$ cat src/rtl/panel_pkg.sv
// Shared front-panel switch definitions: channel indices, channel count and
// default debounce/auto-repeat settings. REPEAT mask bits follow the index map.
package panel_pkg;

    localparam int unsigned PANEL_NSW = 12;

    localparam int unsigned SW_NPRWON   = 0;
    localparam int unsigned SW_LOCK     = 1;
    localparam int unsigned SW_RESET_IN = 2;
    localparam int unsigned SW_START    = 3;
    localparam int unsigned SW_STOP     = 4;
    localparam int unsigned SW_CONT     = 5;
    localparam int unsigned SW_STEP     = 6;
    localparam int unsigned SW_INC_ADDR = 7;
    localparam int unsigned SW_DEP_MEM  = 8;
    localparam int unsigned SW_DEP_IO   = 9;
    localparam int unsigned SW_EXAM_MEM = 10;
    localparam int unsigned SW_EXAM_IO  = 11;

    localparam int unsigned PANEL_DEBOUNCE_CYCLES = 4000;

    // Auto-repeat only makes sense for single-step and address increment.
    localparam logic [PANEL_NSW-1:0] PANEL_REPEAT_MASK =
        (PANEL_NSW'(1) << SW_STEP) | (PANEL_NSW'(1) << SW_INC_ADDR);

endpackage

$ cat src/rtl/panel_debounce_chan.sv
// One switch channel: two-flop synchroniser, stability counter, debounced level
// and press/release strobes. Auto-repeat under PANEL_DEBOUNCER_AUTOREPEAT_EN.
module panel_debounce_chan
    import panel_pkg::*;
#(
    parameter int unsigned DEBOUNCE_CYCLES = PANEL_DEBOUNCE_CYCLES
`ifdef PANEL_DEBOUNCER_AUTOREPEAT_EN
    ,
    parameter int unsigned REPEAT_DELAY  = 200000,
    parameter int unsigned REPEAT_PERIOD = 50000,
    parameter bit          REPEAT_EN     = 1'b0
`endif
) (
    input  logic clk,
    input  logic reset,
    input  logic i_raw,
    output logic o_db,
    output logic o_press,
    output logic o_release,
    output logic o_press_nxt_c
);

    localparam int unsigned      CNT_W    = $clog2(DEBOUNCE_CYCLES + 1);
    localparam logic [CNT_W-1:0] CNT_LAST = CNT_W'(DEBOUNCE_CYCLES - 1);

    logic             r_s1;
    logic             r_s2;
    logic             r_db;
    logic             r_press;
    logic             r_release;
    logic [CNT_W-1:0] r_cnt;
    logic [CNT_W-1:0] w_cnt_nxt;
    logic             w_accept;
    logic             w_rpt_fire;

    always_ff @(posedge clk or posedge reset) begin
        if (reset) begin
            r_s1 <= 1'b1;
            r_s2 <= 1'b1;
        end else begin
            r_s1 <= i_raw;
            r_s2 <= r_s1;
        end
    end

    // Any sample matching the current level restarts the stability count.
    always_comb begin
        w_accept  = 1'b0;
        w_cnt_nxt = '0;
        if (r_s2 != r_db) begin
            if (r_cnt == CNT_LAST) begin
                w_accept = 1'b1;
            end else begin
                w_cnt_nxt = r_cnt + CNT_W'(1);
            end
        end
    end

    assign o_press_nxt_c = (w_accept & ~r_s2) | w_rpt_fire;

    always_ff @(posedge clk or posedge reset) begin
        if (reset) begin
            r_cnt     <= '0;
            r_db      <= 1'b1;
            r_press   <= 1'b0;
            r_release <= 1'b0;
        end else begin
            r_cnt     <= w_cnt_nxt;
            r_press   <= o_press_nxt_c;
            r_release <= w_accept & r_s2;
            if (w_accept) begin
                r_db <= r_s2;
            end
        end
    end

`ifdef PANEL_DEBOUNCER_AUTOREPEAT_EN
    if (REPEAT_EN) begin : g_rpt
        localparam int unsigned RPT_MAX =
            (REPEAT_DELAY > REPEAT_PERIOD) ? REPEAT_DELAY : REPEAT_PERIOD;
        localparam int unsigned RPT_W = $clog2(RPT_MAX + 1);

        logic [RPT_W-1:0] r_rpt_cnt;
        logic             r_rpt_first;
        logic [RPT_W-1:0] w_rpt_limit;

        // First repeat waits the long delay, later ones the shorter period.
        assign w_rpt_limit = r_rpt_first ? RPT_W'(REPEAT_DELAY - 1)
                                         : RPT_W'(REPEAT_PERIOD - 1);
        assign w_rpt_fire  = ~r_db & ~w_accept & (r_rpt_cnt == w_rpt_limit);

        always_ff @(posedge clk or posedge reset) begin
            if (reset) begin
                r_rpt_cnt   <= '0;
                r_rpt_first <= 1'b1;
            end else if (r_db || w_accept) begin
                r_rpt_cnt   <= '0;
                r_rpt_first <= 1'b1;
            end else if (w_rpt_fire) begin
                r_rpt_cnt   <= '0;
                r_rpt_first <= 1'b0;
            end else begin
                r_rpt_cnt   <= r_rpt_cnt + RPT_W'(1);
            end
        end
    end else begin : g_no_rpt
        assign w_rpt_fire = 1'b0;
    end
`else
    assign w_rpt_fire = 1'b0;
`endif

    assign o_db      = r_db;
    assign o_press   = r_press;
    assign o_release = r_release;

endmodule

$ cat src/rtl/panel_debouncer.sv
// Front-panel switch conditioner: N independent debounce channels plus a
// registered any-press strobe. Optional auto-repeat: PANEL_DEBOUNCER_AUTOREPEAT_EN.
module panel_debouncer
    import panel_pkg::*;
#(
    parameter int unsigned  N               = PANEL_NSW,
    parameter int unsigned  DEBOUNCE_CYCLES = PANEL_DEBOUNCE_CYCLES,
    parameter int unsigned  REPEAT_DELAY    = 200000,
    parameter int unsigned  REPEAT_PERIOD   = 50000,
    parameter logic [N-1:0] REPEAT_MASK     = N'(PANEL_REPEAT_MASK)
) (
    input  logic         clk,
    input  logic         reset,
    input  logic [N-1:0] sw_raw,
    output logic [N-1:0] sw_db,
    output logic [N-1:0] sw_press,
    output logic [N-1:0] sw_release,
    output logic         any_press
);

    logic [N-1:0] w_press_nxt;
    logic         r_any_press;

    for (genvar i = 0; i < N; i++) begin : g_chan
        panel_debounce_chan #(
            .DEBOUNCE_CYCLES (DEBOUNCE_CYCLES)
`ifdef PANEL_DEBOUNCER_AUTOREPEAT_EN
            ,
            .REPEAT_DELAY    (REPEAT_DELAY),
            .REPEAT_PERIOD   (REPEAT_PERIOD),
            .REPEAT_EN       (REPEAT_MASK[i])
`endif
        ) u_chan (
            .clk           (clk),
            .reset         (reset),
            .i_raw         (sw_raw[i]),
            .o_db          (sw_db[i]),
            .o_press       (sw_press[i]),
            .o_release     (sw_release[i]),
            .o_press_nxt_c (w_press_nxt[i])
        );
    end

    // Registered from the channels' next-press terms so it aligns with sw_press.
    always_ff @(posedge clk or posedge reset) begin
        if (reset) begin
            r_any_press <= 1'b0;
        end else begin
            r_any_press <= |w_press_nxt;
        end
    end

    assign any_press = r_any_press;

endmodule
$ cat config.mk
export PLATFORM = sky130hd
export DESIGN_NAME = panel_debouncer
export DESIGN_NICKNAME = d
export VERILOG_FILES = /design/src/rtl/panel_pkg.sv /design/src/rtl/panel_debounce_chan.sv /design/src/rtl/panel_debouncer.sv
export SDC_FILE = /design/constraint.sdc
export NUM_CORES = 1
export LEC_CHECK = 0
export CORE_UTILIZATION = 60
export DETAILED_ROUTE_END_ITERATION = 8
export PLACE_DENSITY = 0.8
export SYNTH_ARGS = -nofsm -noshare
export SYNTH_HDL_FRONTEND = slang
export SYNTH_HIERARCHICAL = 1
export SYNTH_SLANG_ARGS = --single-unit
$ cat constraint.sdc
create_clock -name clk -period 2.5 [get_ports clk]
set_input_delay 0.75 -clock clk [delete_from_list [all_inputs] [get_ports clk]]
set_output_delay 0.75 -clock clk [all_outputs]
set_load 0.02 [all_outputs]
== Word-level counts from Yosys, hierarchy flattened ==
Index checks and enable logic that the tools add are counted.

* Register bits: 205
* Output and inout bits: 37
* Word-level logic and storage cells: 194

* Add/sub/neg operators: 12
* Equality and inequality tests: 24
* Muxes and demuxes: 48
* Bitwise operators: 36
* Reduce and logical (&&, ||, !) cells: 1

{| class="wikitable"
|+ Operators by type and width
! operator !! count
|-
| $mux W12 || 24
|-
| $add A12 B1 Y12 const B || 12
|-
| $eq A12 B12 Y1 const B || 12
|-
| $and A1 B1 Y1 || 24
|-
| $mux W1 || 24
|-
| $ne A1 B1 Y1 || 12
|-
| $not A1 Y1 || 12
|-
| $reduce_or A12 Y1 || 1
|}

== Depth between registers and ports, before layout ==
* Depth after elaboration: 5
* Mapped depth: 6
* Depth with buffers taken out: 6

== Hierarchy ==
The synthesis kept the hierarchy.

{| class="wikitable"
|+ By module, submodules not included
! module !! instances !! cells each !! area an instance (um^2) !! sequential area each (um^2)
|-
| panel_debounce_chan || 12 || 69 || 782.0 || 429.2
|-
| panel_debouncer || 1 || 6 || 52.6 || 25.0
|}

== Least setup slack after synthesis ==
Ideal clock, no wire load.

* Kind: register -> register
* Start point: register g_chan[8].u_chan.r_cnt[0]
* End point: register r_any_press (netlist: any_press)
* Library setup time: 0.069 ns
* Data arrival time: 1.706 ns
* Path slack: 0.726 ns
* Cell stages (with the launch flop): 7
* Path buffers: 0
* Cell sequence: dfrtp_1 ha_1 nand4_4 or4_4 nor3b_1 nor4_1 nand3_1

* Cells in the longest elaborated chain, start to end: 5

{| class="wikitable"
|+ RTL lines
! element !! line !! RTL
|-
| start: declaration || panel_debounce_chan.sv:31 || <nowiki>logic [CNT_W-1:0] r_cnt;</nowiki>
|-
| start signal: assignment || panel_debounce_chan.sv:68 || <nowiki>r_cnt <= w_cnt_nxt;</nowiki>
|-
| $eq A12 B12 Y1 || panel_debounce_chan.sv:51 || <nowiki>if (r_cnt == CNT_LAST) begin</nowiki>
|-
| $mux W1 || panel_debounce_chan.sv:51 ||
|-
| $mux W1 || panel_debounce_chan.sv:50 || <nowiki>if (r_s2 != r_db) begin</nowiki>
|-
| $and A1 B1 Y1 || panel_debounce_chan.sv:59 || <nowiki>assign o_press_nxt_c = (w_accept & ~r_s2) | w_rpt_fire;</nowiki>
|-
| net w_press_nxt[8] || panel_debouncer.sv:21 || <nowiki>logic [N-1:0] w_press_nxt;</nowiki>
|-
| $reduce_or A12 Y1 || panel_debouncer.sv:49 || <nowiki>r_any_press <= |w_press_nxt;</nowiki>
|-
| end signal: assignment || panel_debouncer.sv:49 ||
|-
| end: declaration || panel_debouncer.sv:22 || <nowiki>logic r_any_press;</nowiki>
|}

The timed path passes the listed nets, and every way through them passes these cells.
A chain may end at the register's enable or synchronous reset.

== Worst setup path after layout ==
* Start point: register g_chan[9].u_chan.r_db
* End point: output sw_db[9]

{| class="wikitable"
|+ RTL lines
! element !! line !! RTL
|-
| start: declaration || panel_debounce_chan.sv:28 || <nowiki>logic r_db;</nowiki>
|-
| start signal: assignment || panel_debounce_chan.sv:72 || <nowiki>r_db <= r_s2;</nowiki>
|-
| end: declaration || panel_debouncer.sv:15 || <nowiki>output logic [N-1:0] sw_db,</nowiki>
|}

No word-level cell between the ends.

==> impl_summary.log <==
[metrics] Synth Register Bits: 205
[metrics] die width: 127.4 µm
[metrics] cell type of the slowest stage on the worst timing path: sky130_fd_sc_hd__clkdlybuf4s50_1
[metrics] combined buffer and inverter count along the critical path: 1
[metrics] chip height: 127.4 µm
[metrics] Primary FF master, synth: sky130_fd_sc_hd__dfrtp_1
[metrics] Max Fclk: 0.4046 GHz
[metrics] DIE AREA: 16230 µm²
[metrics] CP Data Required Time: 1750 ps
[metrics] most frequent cells after synthesis: 169 x sky130_fd_sc_hd__dfrtp_1, 84 x sky130_fd_sc_hd__a21oi_1, 61 x sky130_fd_sc_hd__nand3_1
[metrics] routability congestion estimate: 0.8087
[metrics] dominant delay contributor by cell family on the critical path: buffers and inverters
[metrics] type of the worst min-delay path: reg -> reg
[metrics] Core Footprint: 15260 µm²
[metrics] final instance count without filler cells: 1135
[metrics] global-route usage over all layers: 23.95%
[metrics] final layout net count: 934
[metrics] global-route wire length before repair: 31890 µm
[metrics] worst setup margin: 28.69 ps
[metrics] share of synthesized area occupied by flip-flops and latches: 54.84%
[metrics] post-synthesis net count: 860
[metrics] setup_tns: 0 ps
[metrics] count of pins over their slew limit: 0
[metrics] buffer type at the clock tree root: sky130_fd_sc_hd__clkbuf_16
[metrics] synthesized area per cell: 11.31 µm²
[metrics] TritonCTS clock tree: done
[metrics] number of H-tree branching levels: 1
[metrics] number of antenna violations at the first check in global routing: 0
[metrics] critical path peak fanout: 6
[metrics] wire length on met2: 8949 µm
[metrics] largest net degree at the start of global routing: 18
[metrics] power per cell area: 649.0 nW/µm²
[metrics] detailed-routing iteration count for the pre-antenna-repair pass: 5
[metrics] fraction of final layout cells with drive strength greater than 1: 19.48%
[metrics] Static Leak: 4.644 nW
[metrics] min cycle time layout: 2471 ps
[metrics] via count of the first global-routing pass: 6904
[metrics] count of unique library cells instantiated by Yosys: 26
[metrics] slew at the pin closest to its max-slew limit: 855.2 ps
[metrics] met1 wire length: 8149 µm
[metrics] global-route congestion overflow total: 0
[metrics] DP Area: 10250 µm²
[metrics] number of setup violations in the final report: 0
[metrics] number of buffers inserted by port buffering: 50
[metrics] number of synthesized flops with an enable pin: 0
[metrics] share of synthesized flip-flops with an asynchronous set or reset: 100.0%
[metrics] number of vias after detailed routing: 6825
[metrics] area share of the largest cell type after synthesis: 44.82%
[metrics] most common cell in the netlist: sky130_fd_sc_hd__dfrtp_1
[metrics] Layout Skew: 10.03 ps
[metrics] Post-DP HPWL: 12460 µm
[metrics] count of routing violations after the opening detailed-route iteration: 354
[metrics] final hold violation count: 0
[metrics] type of the worst setup path: reg -> out
[metrics] layout overhead on the synthesized area: 17.02%
[metrics] cell types with the largest area share after synthesis: sky130_fd_sc_hd__dfrtp_1 45%, sky130_fd_sc_hd__dfstp_2 10%, sky130_fd_sc_hd__a21oi_1 4.5%, sky130_fd_sc_hd__xor2_1 3.3%, sky130_fd_sc_hd__nand3_1 3.2%
[metrics] cell accounting for the most synthesized area: sky130_fd_sc_hd__dfrtp_1
[metrics] antenna diode count: 0
[metrics] total DRC errors in the routed layout: 0
[metrics] Syn Std Cell Area: 9437 µm²
[metrics] count of nets left with antenna violations after detail routing: 0
[metrics] Clk Latency, worst-skew pair: 500 ps
[metrics] outcome: completed
[metrics] unrepaired setup endpoints after global routing: no
[metrics] utilization after layout: 72.37%
[metrics] TritonCTS buffer count: 22
[metrics] count of yosys warnings during synthesis: 6
[metrics] Peak VDD IR: 497.2 µV
[metrics] worst-case hold slack: 347.5 ps
[metrics] critical path arrival: 1720 ps
[metrics] clock-pin slew reported for the worst setup and hold paths after clock tree synthesis: 60 ps
[metrics] Critical Path Source Type: flip-flop
[metrics] Worst setup EP type: output port
[metrics] top-level I/O count: 51
[metrics] count of maximum capacitance violations: 0
[metrics] worst setup timing slack at the placement stage: 130.0 ps
[metrics] site row count: 45
[metrics] CTS sink count: 205
[metrics] final cell area excluding filler cells: 11040 µm²
[metrics] drt via density: 6.013
[metrics] routed wire length: 18300 µm
[metrics] portion of the clock cycle consumed by the worst path in the final layout: 98.85%
[metrics] wire length on met3: 746 µm
[metrics] cell count after synthesis: 834
[metrics] cell count after placement: 1095
[metrics] overall power consumption: 7.166 mW
[metrics] initial core utilization: 61.85%
[metrics] remaining max-slew budget at the tightest pin: 42.37%
[metrics] average wire length per cell after detail routing: 16.12 µm
[metrics] cells along the critical path: clkdlybuf4s50_1
[metrics] Critical Path Max Stage Delay: 640 ps
[metrics] Clock Path Buffers: 3
[metrics] uppermost routed layer: met4
==> final timing paths <==
| kind | from | to | slack, ps | cells after the start |
|---|---|---|---|---|
| hold reg to reg | g_chan[2].u_chan/r_s1 | g_chan[2].u_chan/r_s2 | 350 | 0 |
| hold / removal | g_chan[2].u_chan/r_s1 | g_chan[2].u_chan/r_s2 | 350 | 0 |
| setup / recovery | g_chan[9].u_chan/o_db | sw_db[9] | 30 | 1 |
| min in group asynchronous | reset | any_press | 930 | 2 |
| max in group asynchronous | reset | g_chan[7].u_chan/r_cnt[2] | 760 | 2 |
| setup reg to reg | g_chan[11].u_chan/r_cnt[0] | any_press | 130 | 6 |
==> sequential cells by signal, summed over array words and instances, names as in the netlist <==
register,cells
g_chan.u_chan/r_s2,12
g_chan.u_chan/r_s1,12
g_chan.u_chan/r_cnt,144
g_chan.u_chan/o_release,12
g_chan.u_chan/o_press,12
g_chan.u_chan/o_db,12
any_press,1
==> layer usage <==
metal  track usage (%)  vias up
met2             39.99      155
met5                 0        -
met3             3.853       38
met1             32.06     3376
met4             8.123        0
li1                  -     3256
==> area by class of cell <==
class / count / area [µm²]
Multi-Input combinational cell: 592 / 4123
Fill cell: 1036 / 4215
Clock buffer: 31 / 645.6
Inverter: 25 / 93.84
Tap cell: 211 / 264.0
Clock inverter: 9 / 132.6
Timing Repair Buffer: 62 / 609.3
Sequential cell: 205 / 5175
==> what timing repair did <==
action                     CTS  global route
gates resized for setup      1             8
pin swaps                    0             0
buffers inserted             0             0
setup endpoints to repair    1             8
hold buffers                 0             0
==> cell families (layout without fill, tap and decap cells) <==
group                    count (synthesis)  after routing  synth area share (%)
AO/OA/AOI/OAI                          180            180                 11.93
XOR/XNOR                                60             60                 5.569
adder cells (fa/ha/maj)                 12             12                 1.591
buffers and inverters                   37            127                 1.472
flip-flops                             205            205                 54.84
multiplexers                            12             12                 1.909
AND/OR/NAND/NOR                        328            328                 22.69
==> power by group <==
group,internal [mW],switching (mW)
sequential,3.40,0.0849
clock,2.12,1.30
combinational,0.104,0.157
==> placed cells by master, fill, tap and decap left out, drive strengths merged, types with 8 or more instances in the layout <==
| master | n |
|---|---|
| dlymetal6s2s | 8 |
| nor3b | 24 |
| or4 | 48 |
| dfrtp | 169 |
| clkdlybuf4s50 | 41 |
| xnor2 | 24 |
| ha | 12 |
| dfstp | 36 |
| nor2 | 48 |
| nand3 | 61 |
| nand2b | 12 |
| o31ai | 36 |
| inv | 26 |
| mux2 | 12 |
| a21oi | 84 |
| and3 | 12 |
| o41ai | 12 |
| nand2 | 36 |
| nand4 | 36 |
| xor2 | 36 |
| or3 | 48 |
| buf | 12 |
| clkbuf | 31 |
| o21ai | 48 |
(Power assumes the default switching activity.)
